## config.mk

```make
export PLATFORM = sky130hd
export DESIGN_NAME = sreg_out_param
export DESIGN_NICKNAME = d
export VERILOG_FILES = /design/src/rtl/sreg_out_param.sv
export SDC_FILE = /design/constraint.sdc
export NUM_CORES = 1
export LEC_CHECK = 0
export BUFFER_PORTS_ARGS = -buffer_cell sky130_fd_sc_hd__buf_2
export CAP_MARGIN = 20
export CORE_ASPECT_RATIO = 1.4
export CORE_UTILIZATION = 35
export CTS_CLUSTER_SIZE = 8
export DETAILED_ROUTE_END_ITERATION = 10
export GPL_TIMING_DRIVEN = 0
export HOLD_SLACK_MARGIN = 0.15
export PLACE_DENSITY_LB_ADDON = 0.2
export SKIP_LAST_GASP = 1
export SYNTH_ARGS = -nofsm -noshare
export SYNTH_HDL_FRONTEND = slang
export SYNTH_SLANG_ARGS = --single-unit
```

## constraint.sdc

```tcl
create_clock -name clock_i -period 4.4 [get_ports clock_i]
set_input_delay 1.1 -clock clock_i [delete_from_list [all_inputs] [get_ports clock_i]]
set_output_delay 1.1 -clock clock_i [all_outputs]
set_load 0.05 [all_outputs]
```

## src/rtl/sreg_out_param.sv

```systemverilog
// sreg_out_param - parametrised serial shift-out engine with a word FIFO.
//
// Words pushed on wr_data_i are queued in a DEPTH-entry FIFO. Each word is
// shifted out on sdata_o against a generated sclk_o, optionally followed by a
// one-cycle latch_o strobe for 74HC595-style receivers. Frames run back to back
// while enable_i is high and the FIFO has data.
//
// Ports
//   clock_i       system clock, rising edge
//   reset_n_i     asynchronous reset, active low
//   enable_i      1: start frames; 0: finish current frame then idle
//   wr_data_i     word to queue
//   wr_en_i       push wr_data_i (dropped if FIFO full)
//   ovf_clr_i     clear sticky overflow flag (a same-cycle drop wins)
//   fifo_full_o   FIFO holds DEPTH words
//   fifo_empty_o  FIFO holds no words
//   ovf_o         sticky: a write was dropped while full
//   busy_o        engine is not idle
//   isr_o         fifo_empty_o & ~busy_o
//   sdata_o       serial data, registered
//   sclk_o        serial clock, registered, idle low
//   latch_o       latch strobe, registered, one cycle per frame
//
// State   | meaning
// --------+--------------------------------------------------------------
// IDLE    | sclk low, waiting for enable and a queued word
// LOAD    | pop FIFO head into the shift register, reload bit counter
// SETUP   | sdata presents the current bit, sclk low
// HOLD    | sclk high, receiver samples; shift toward the output bit
// LATCH   | one-cycle latch strobe after the last bit (LATCH_EN only)

module sreg_out_param #(
    parameter int WIDTH     = 32,
    parameter int DEPTH     = 4,
    parameter bit MSB_FIRST = 1'b1,
    parameter bit LATCH_EN  = 1'b1
) (
    input  logic             clock_i,
    input  logic             reset_n_i,
    input  logic             enable_i,
    input  logic [WIDTH-1:0] wr_data_i,
    input  logic             wr_en_i,
    input  logic             ovf_clr_i,
    output logic             fifo_full_o,
    output logic             fifo_empty_o,
    output logic             ovf_o,
    output logic             busy_o,
    output logic             isr_o,
    output logic             sdata_o,
    output logic             sclk_o,
    output logic             latch_o
);

    localparam int AW = $clog2(DEPTH);
    localparam int CW = AW + 1;
    localparam int BW = $clog2(WIDTH);

    typedef enum logic [2:0] {
        S_IDLE,
        S_LOAD,
        S_SETUP,
        S_HOLD,
        S_LATCH
    } state_t;

    state_t            state_q, state_d;

    logic [WIDTH-1:0]  mem_q [DEPTH];
    logic [AW-1:0]     wr_ptr_q, wr_ptr_d;
    logic [AW-1:0]     rd_ptr_q, rd_ptr_d;
    logic [CW-1:0]     count_q, count_d;
    logic              ovf_q, ovf_d;

    logic [WIDTH-1:0]  shreg_q, shreg_d;
    logic [BW-1:0]     bitcnt_q, bitcnt_d;

    logic              sdata_q, sdata_d;
    logic              sclk_q, sclk_d;
    logic              latch_q, latch_d;

    logic              full, empty, push, pop, start;

    // ------------------------------------------------------------------
    // FIFO. Flags come from the registered count, so a full FIFO drops the
    // write even when a pop happens in the same cycle.
    // ------------------------------------------------------------------
    assign full  = (count_q == CW'(DEPTH));
    assign empty = (count_q == '0);
    assign push  = wr_en_i & ~full;
    assign pop   = (state_q == S_LOAD);
    assign start = enable_i & ~empty;

    always_comb begin
        wr_ptr_d = wr_ptr_q;
        rd_ptr_d = rd_ptr_q;
        count_d  = count_q;
        if (push) wr_ptr_d = wr_ptr_q + AW'(1);
        if (pop)  rd_ptr_d = rd_ptr_q + AW'(1);
        case ({push, pop})
            2'b10:   count_d = count_q + CW'(1);
            2'b01:   count_d = count_q - CW'(1);
            default: count_d = count_q;
        endcase
        if (wr_en_i && full) ovf_d = 1'b1;
        else if (ovf_clr_i)  ovf_d = 1'b0;
        else                 ovf_d = ovf_q;
    end

    always_ff @(posedge clock_i) begin
        if (push) mem_q[wr_ptr_q] <= wr_data_i;
    end

    always_ff @(posedge clock_i or negedge reset_n_i) begin
        if (!reset_n_i) begin
            wr_ptr_q <= '0;
            rd_ptr_q <= '0;
            count_q  <= '0;
            ovf_q    <= 1'b0;
        end else begin
            wr_ptr_q <= wr_ptr_d;
            rd_ptr_q <= rd_ptr_d;
            count_q  <= count_d;
            ovf_q    <= ovf_d;
        end
    end

    // ------------------------------------------------------------------
    // FSM: state register (also holds the registered outputs)
    // ------------------------------------------------------------------
    always_ff @(posedge clock_i or negedge reset_n_i) begin
        if (!reset_n_i) begin
            state_q  <= S_IDLE;
            shreg_q  <= '0;
            bitcnt_q <= '0;
            sdata_q  <= 1'b0;
            sclk_q   <= 1'b0;
            latch_q  <= 1'b0;
        end else begin
            state_q  <= state_d;
            shreg_q  <= shreg_d;
            bitcnt_q <= bitcnt_d;
            sdata_q  <= sdata_d;
            sclk_q   <= sclk_d;
            latch_q  <= latch_d;
        end
    end

    // FSM: next-state logic
    always_comb begin
        state_d = state_q;
        case (state_q)
            S_IDLE:  if (start) state_d = S_LOAD;
            S_LOAD:  state_d = S_SETUP;
            S_SETUP: state_d = S_HOLD;
            S_HOLD: begin
                if (bitcnt_q != '0)  state_d = S_SETUP;
                else if (LATCH_EN)   state_d = S_LATCH;
                else if (start)      state_d = S_LOAD;
                else                 state_d = S_IDLE;
            end
            S_LATCH: state_d = start ? S_LOAD : S_IDLE;
            default: state_d = S_IDLE;
        endcase
    end

    // Shift register and bit counter
    always_comb begin
        shreg_d  = shreg_q;
        bitcnt_d = bitcnt_q;
        case (state_q)
            S_LOAD: begin
                shreg_d  = mem_q[rd_ptr_q];
                bitcnt_d = BW'(WIDTH - 1);
            end
            S_HOLD: begin
                shreg_d = MSB_FIRST ? (shreg_q << 1) : (shreg_q >> 1);
                if (bitcnt_q != '0) bitcnt_d = bitcnt_q - BW'(1);
            end
            default: ;
        endcase
    end

    // FSM: outputs. Computed from the next state so the registered pins line
    // up with the state they belong to; sdata only moves when entering SETUP,
    // which keeps it stable across the sclk rising edge.
    always_comb begin
        sdata_d = sdata_q;
        if (state_d == S_SETUP)
            sdata_d = MSB_FIRST ? shreg_d[WIDTH-1] : shreg_d[0];
        sclk_d  = (state_d == S_HOLD);
        latch_d = (state_d == S_LATCH);
    end

    assign fifo_full_o  = full;
    assign fifo_empty_o = empty;
    assign ovf_o        = ovf_q;
    assign busy_o       = (state_q != S_IDLE);
    assign isr_o        = empty & (state_q == S_IDLE);
    assign sdata_o      = sdata_q;
    assign sclk_o       = sclk_q;
    assign latch_o      = latch_q;

endmodule

```

==> impl_metrics.csv <==
group,metric,value,unit
sta,fin_ws,1.61,ns
drt,ant_nets,0,
cts,postCtsHoldBufs,0,
sta,tightestPinTransition,0.536,ns
die,fp.dieW,122,um
place,io_buffers,44,
cells_and_area,layout_commonest_cell,"edfxtp_1",
place,dp_hpwl,8.80,mm
yosys,netlist_top_cells_area,"edfxtp_1 55%, dfrtp_1 18%, mux4_2 10%",
run,cap_violations,0,
cells_and_area,final.fill_count,1711,
critical_path,worst-r2r-setup-slack,2.01,ns
cts,clkLatencyLatePin,0.43,ns
cells_and_area,final_area,8260,um^2
global_routing,track_usage,13.8,%
die,die-area,20600,um^2
cts,postCtsSetupBuffers,0,
sta,timing.fmax,0.358,GHz
yosys,synth_cells,429,
critical_path,cp.required,3.30,ns
power_and_ir_drop,power.share.sequential,44.7,%
yosys,synthFlopType,"edfxtp_1",
die,ios,45,
cells_and_area,most-common-layout-cells,"128 x edfxtp_1, 68 x nand2_1, 61 x nand3_1",
yosys,ys_seq_elements,178,
drt,vias,3708,
sta,fin_tns_setup,0,ns
global_routing,grt_util_met3,3.36,%
sta,maxSlewHeadroom,64.1,%
cts,cts-htree-levels,4,
cts,cts_made_buffers,17,
cells_and_area,area_delta_synth_final,17.8,%
die,start_util,36.1,%
sta,drv_slew,0,
cts,cts.repair.resized,0,
place,place_area,7680,um^2
cells_and_area,layout-drive-gt1-share,27.3,%
critical_path,worstPathMaxFanout,10,
global_routing,grtUsageMet1,17.3,%
cts,clockBufferDepth,2,
die,core_area,19400,um^2
drt,drc_errors,0,
yosys,synthDistinctLibCells,36,
drt,drtIter0Drc,164,
sta,fin_crit,2.79,ns
power_and_ir_drop,p_sw,0.00171,W
status,status,"finished, final reports clean",
global_routing,overflow,0,
critical_path,worstSetupEndpointType,"primary output",
yosys,synth_async_sr_flop_share,28.1,%
sta,grt_setup_unrepaired,"no",
global_routing,grt_antenna_before_repair,0,
power_and_ir_drop,clkPwrFrac,26.9,%
cells_and_area,nets,541,
global_routing,met2_usage,23.0,%
global_routing,grt_pass1_wl,21.1,mm
cts,root_buffer,"clkbuf_16",
power_and_ir_drop,switching_share,31.7,%
power_and_ir_drop,p_int,0.00368,W
cts,clk_transition_reported_paths,0.07,ns
yosys,ys_seq_area_share,72.6,%
yosys,syn_nets,473,
sta,setup_viol,0,
cts,cts_tree,"yes",
sta,timing.final.crit_share,63.5,%
place,gp_congestion,0.763,
critical_path,startpoint_type,"register",
sta,fin_skew,0.0223,ns
yosys,synth.avg_cell_area,16.3,um^2
drt,finalWirelength,12.8,mm
global_routing,grt_pass1_vias,3922,
drt,wl_per_cell,16.9,um
power_and_ir_drop,p_per_area,653,nW/um^2
die,die_height,169,um
global_routing,grt_max_degree,38,
die,rows,60,
critical_path,worstPathArrival,1.69,ns
drt,first_pass_iters,4,
power_and_ir_drop,ir_worst_vdd,0.295,mV
power_and_ir_drop,combPwrFrac,28.4,%
cts,cts.sinks,178,
yosys,yosys.area.top_type_share,54.8,%
yosys,synth_warnings,0,
yosys,yosys.area.top_type,"edfxtp_1",
drt,viasPerCell,4.89,
power_and_ir_drop,p_leak,3.11,nW
cells_and_area,num_antenna_cells,0,
sta,hold_viol,0,
yosys,synth_edf_count,128,
global_routing,grt_busiest_layer,"met2",
hold_path,min-delay-path-class,"register to register",
place,pre_cts_ws,1.66,ns
critical_path,worstSetupPathType,"register to primary output",
yosys,synth_area,7010,um^2
[per-stage QoR]
stage          std cells  util, %  power [W]  hold WS, ns
6_report             758     42.5    0.00539        0.477
5_1_grt              758     42.5    0.00572        0.503
4_1_cts              758     42.5    0.00549        0.484
3_5_place_dp         726     39.5    0.00403        0.472
3_3_place_gp         721     38.8    0.00392        0.464
2_1_floorplan        429        -    0.00352        0.445
[critical path: stages, from the launching register on]
cell and delay, ns:
dfrtp_1 0.36, buf_2 0.18, or3_1 0.38, nor2_1 0.10
buf_2 0.26
[path summary, 6_finish.rpt]
check | from | endpoint | cells past startpoint
worst min-delay path | count_q[2]$_DFFE_PN0P_ | count_q[2]$_DFFE_PN0P_ | 1
worst max-delay path | state_q[1]$_DFF_PN0_ | isr_o | 4
min in group asynchronous | reset_n_i | shreg_q[3]$_DFFE_PN0P_ | 1
max in group asynchronous | reset_n_i | rd_ptr_q[1]$_DFFE_PN0N_ | 2
worst max register to register | state_q[1]$_DFF_PN0_ | count_q[2]$_DFFE_PN0P_ | 9
worst min register to register | count_q[2]$_DFFE_PN0P_ | count_q[2]$_DFFE_PN0P_ | 1
[sequential cells by signal, summed over array words and instances (netlist names)]
register	flops
mem_q	128
shreg_q	31
bitcnt_q	5
count_q	3
state_q	3
rd_ptr_q	2
wr_ptr_q	2
latch_o	1
ovf_o	1
sclk_o	1
sdata_o	1
[cell type report]
type | count | area, um^2 | share of cell area (%)
Tap cell | 248 | 310 | 3.76
Timing Repair Buffer | 49 | 350 | 4.24
Sequential cell | 178 | 5090 | 61.7
Inverter | 10 | 37.5 | 0.455
Multi-Input combinational cell | 217 | 1750 | 21.2
Clock buffer | 18 | 439 | 5.32
Buffer | 24 | 139 | 1.68
Clock inverter | 14 | 140 | 1.70
[power groups by stage]
stage	clock network, W	logic [W]	registers, W
floorplan	0	0.00108	0.00244
global placement	0	0.00148	0.00244
detailed placement	0	0.00158	0.00245
CTS	0.00150	0.00158	0.00241
global route	0.00156	0.00171	0.00245
finish	0.00145	0.00153	0.00241
[kinds of logic after synthesis]
| family | count (synthesis) | synth area share, % |
|---|---|---|
| flops | 178 | 72.6 |
| xor+xnor | 6 | 0.749 |
| simple gates | 156 | 10.8 |
| compound gates | 14 | 1.37 |
| mux | 34 | 10.6 |
| fa+ha+maj | 7 | 1.36 |
| buf+inv | 34 | 2.52 |
[cell usage after synthesis, types with 2 or more instances]
library cell,number
edfxtp_1,128
nand2_1,68
nand3_1,61
dfrtp_1,50
mux4_2,32
buf_2,12
inv_1,10
clkbuf_1,7
ha_1,6
nor2_1,5
o21ai_0,5
and2_1,4
buf_6,4
a22o_1,3
and3_1,3
nor2b_1,3
or3_1,3
xnor2_1,3
xor2_1,3
nand2b_1,2
nor3_1,2
[layer usage]
metal  up-vias  wire [um]
met5         -          0
met4         0        124
met3         8        409
met2        61       6720
met1      1897       5550
li1       1742          -
Power figures use the tool's default switching activity.
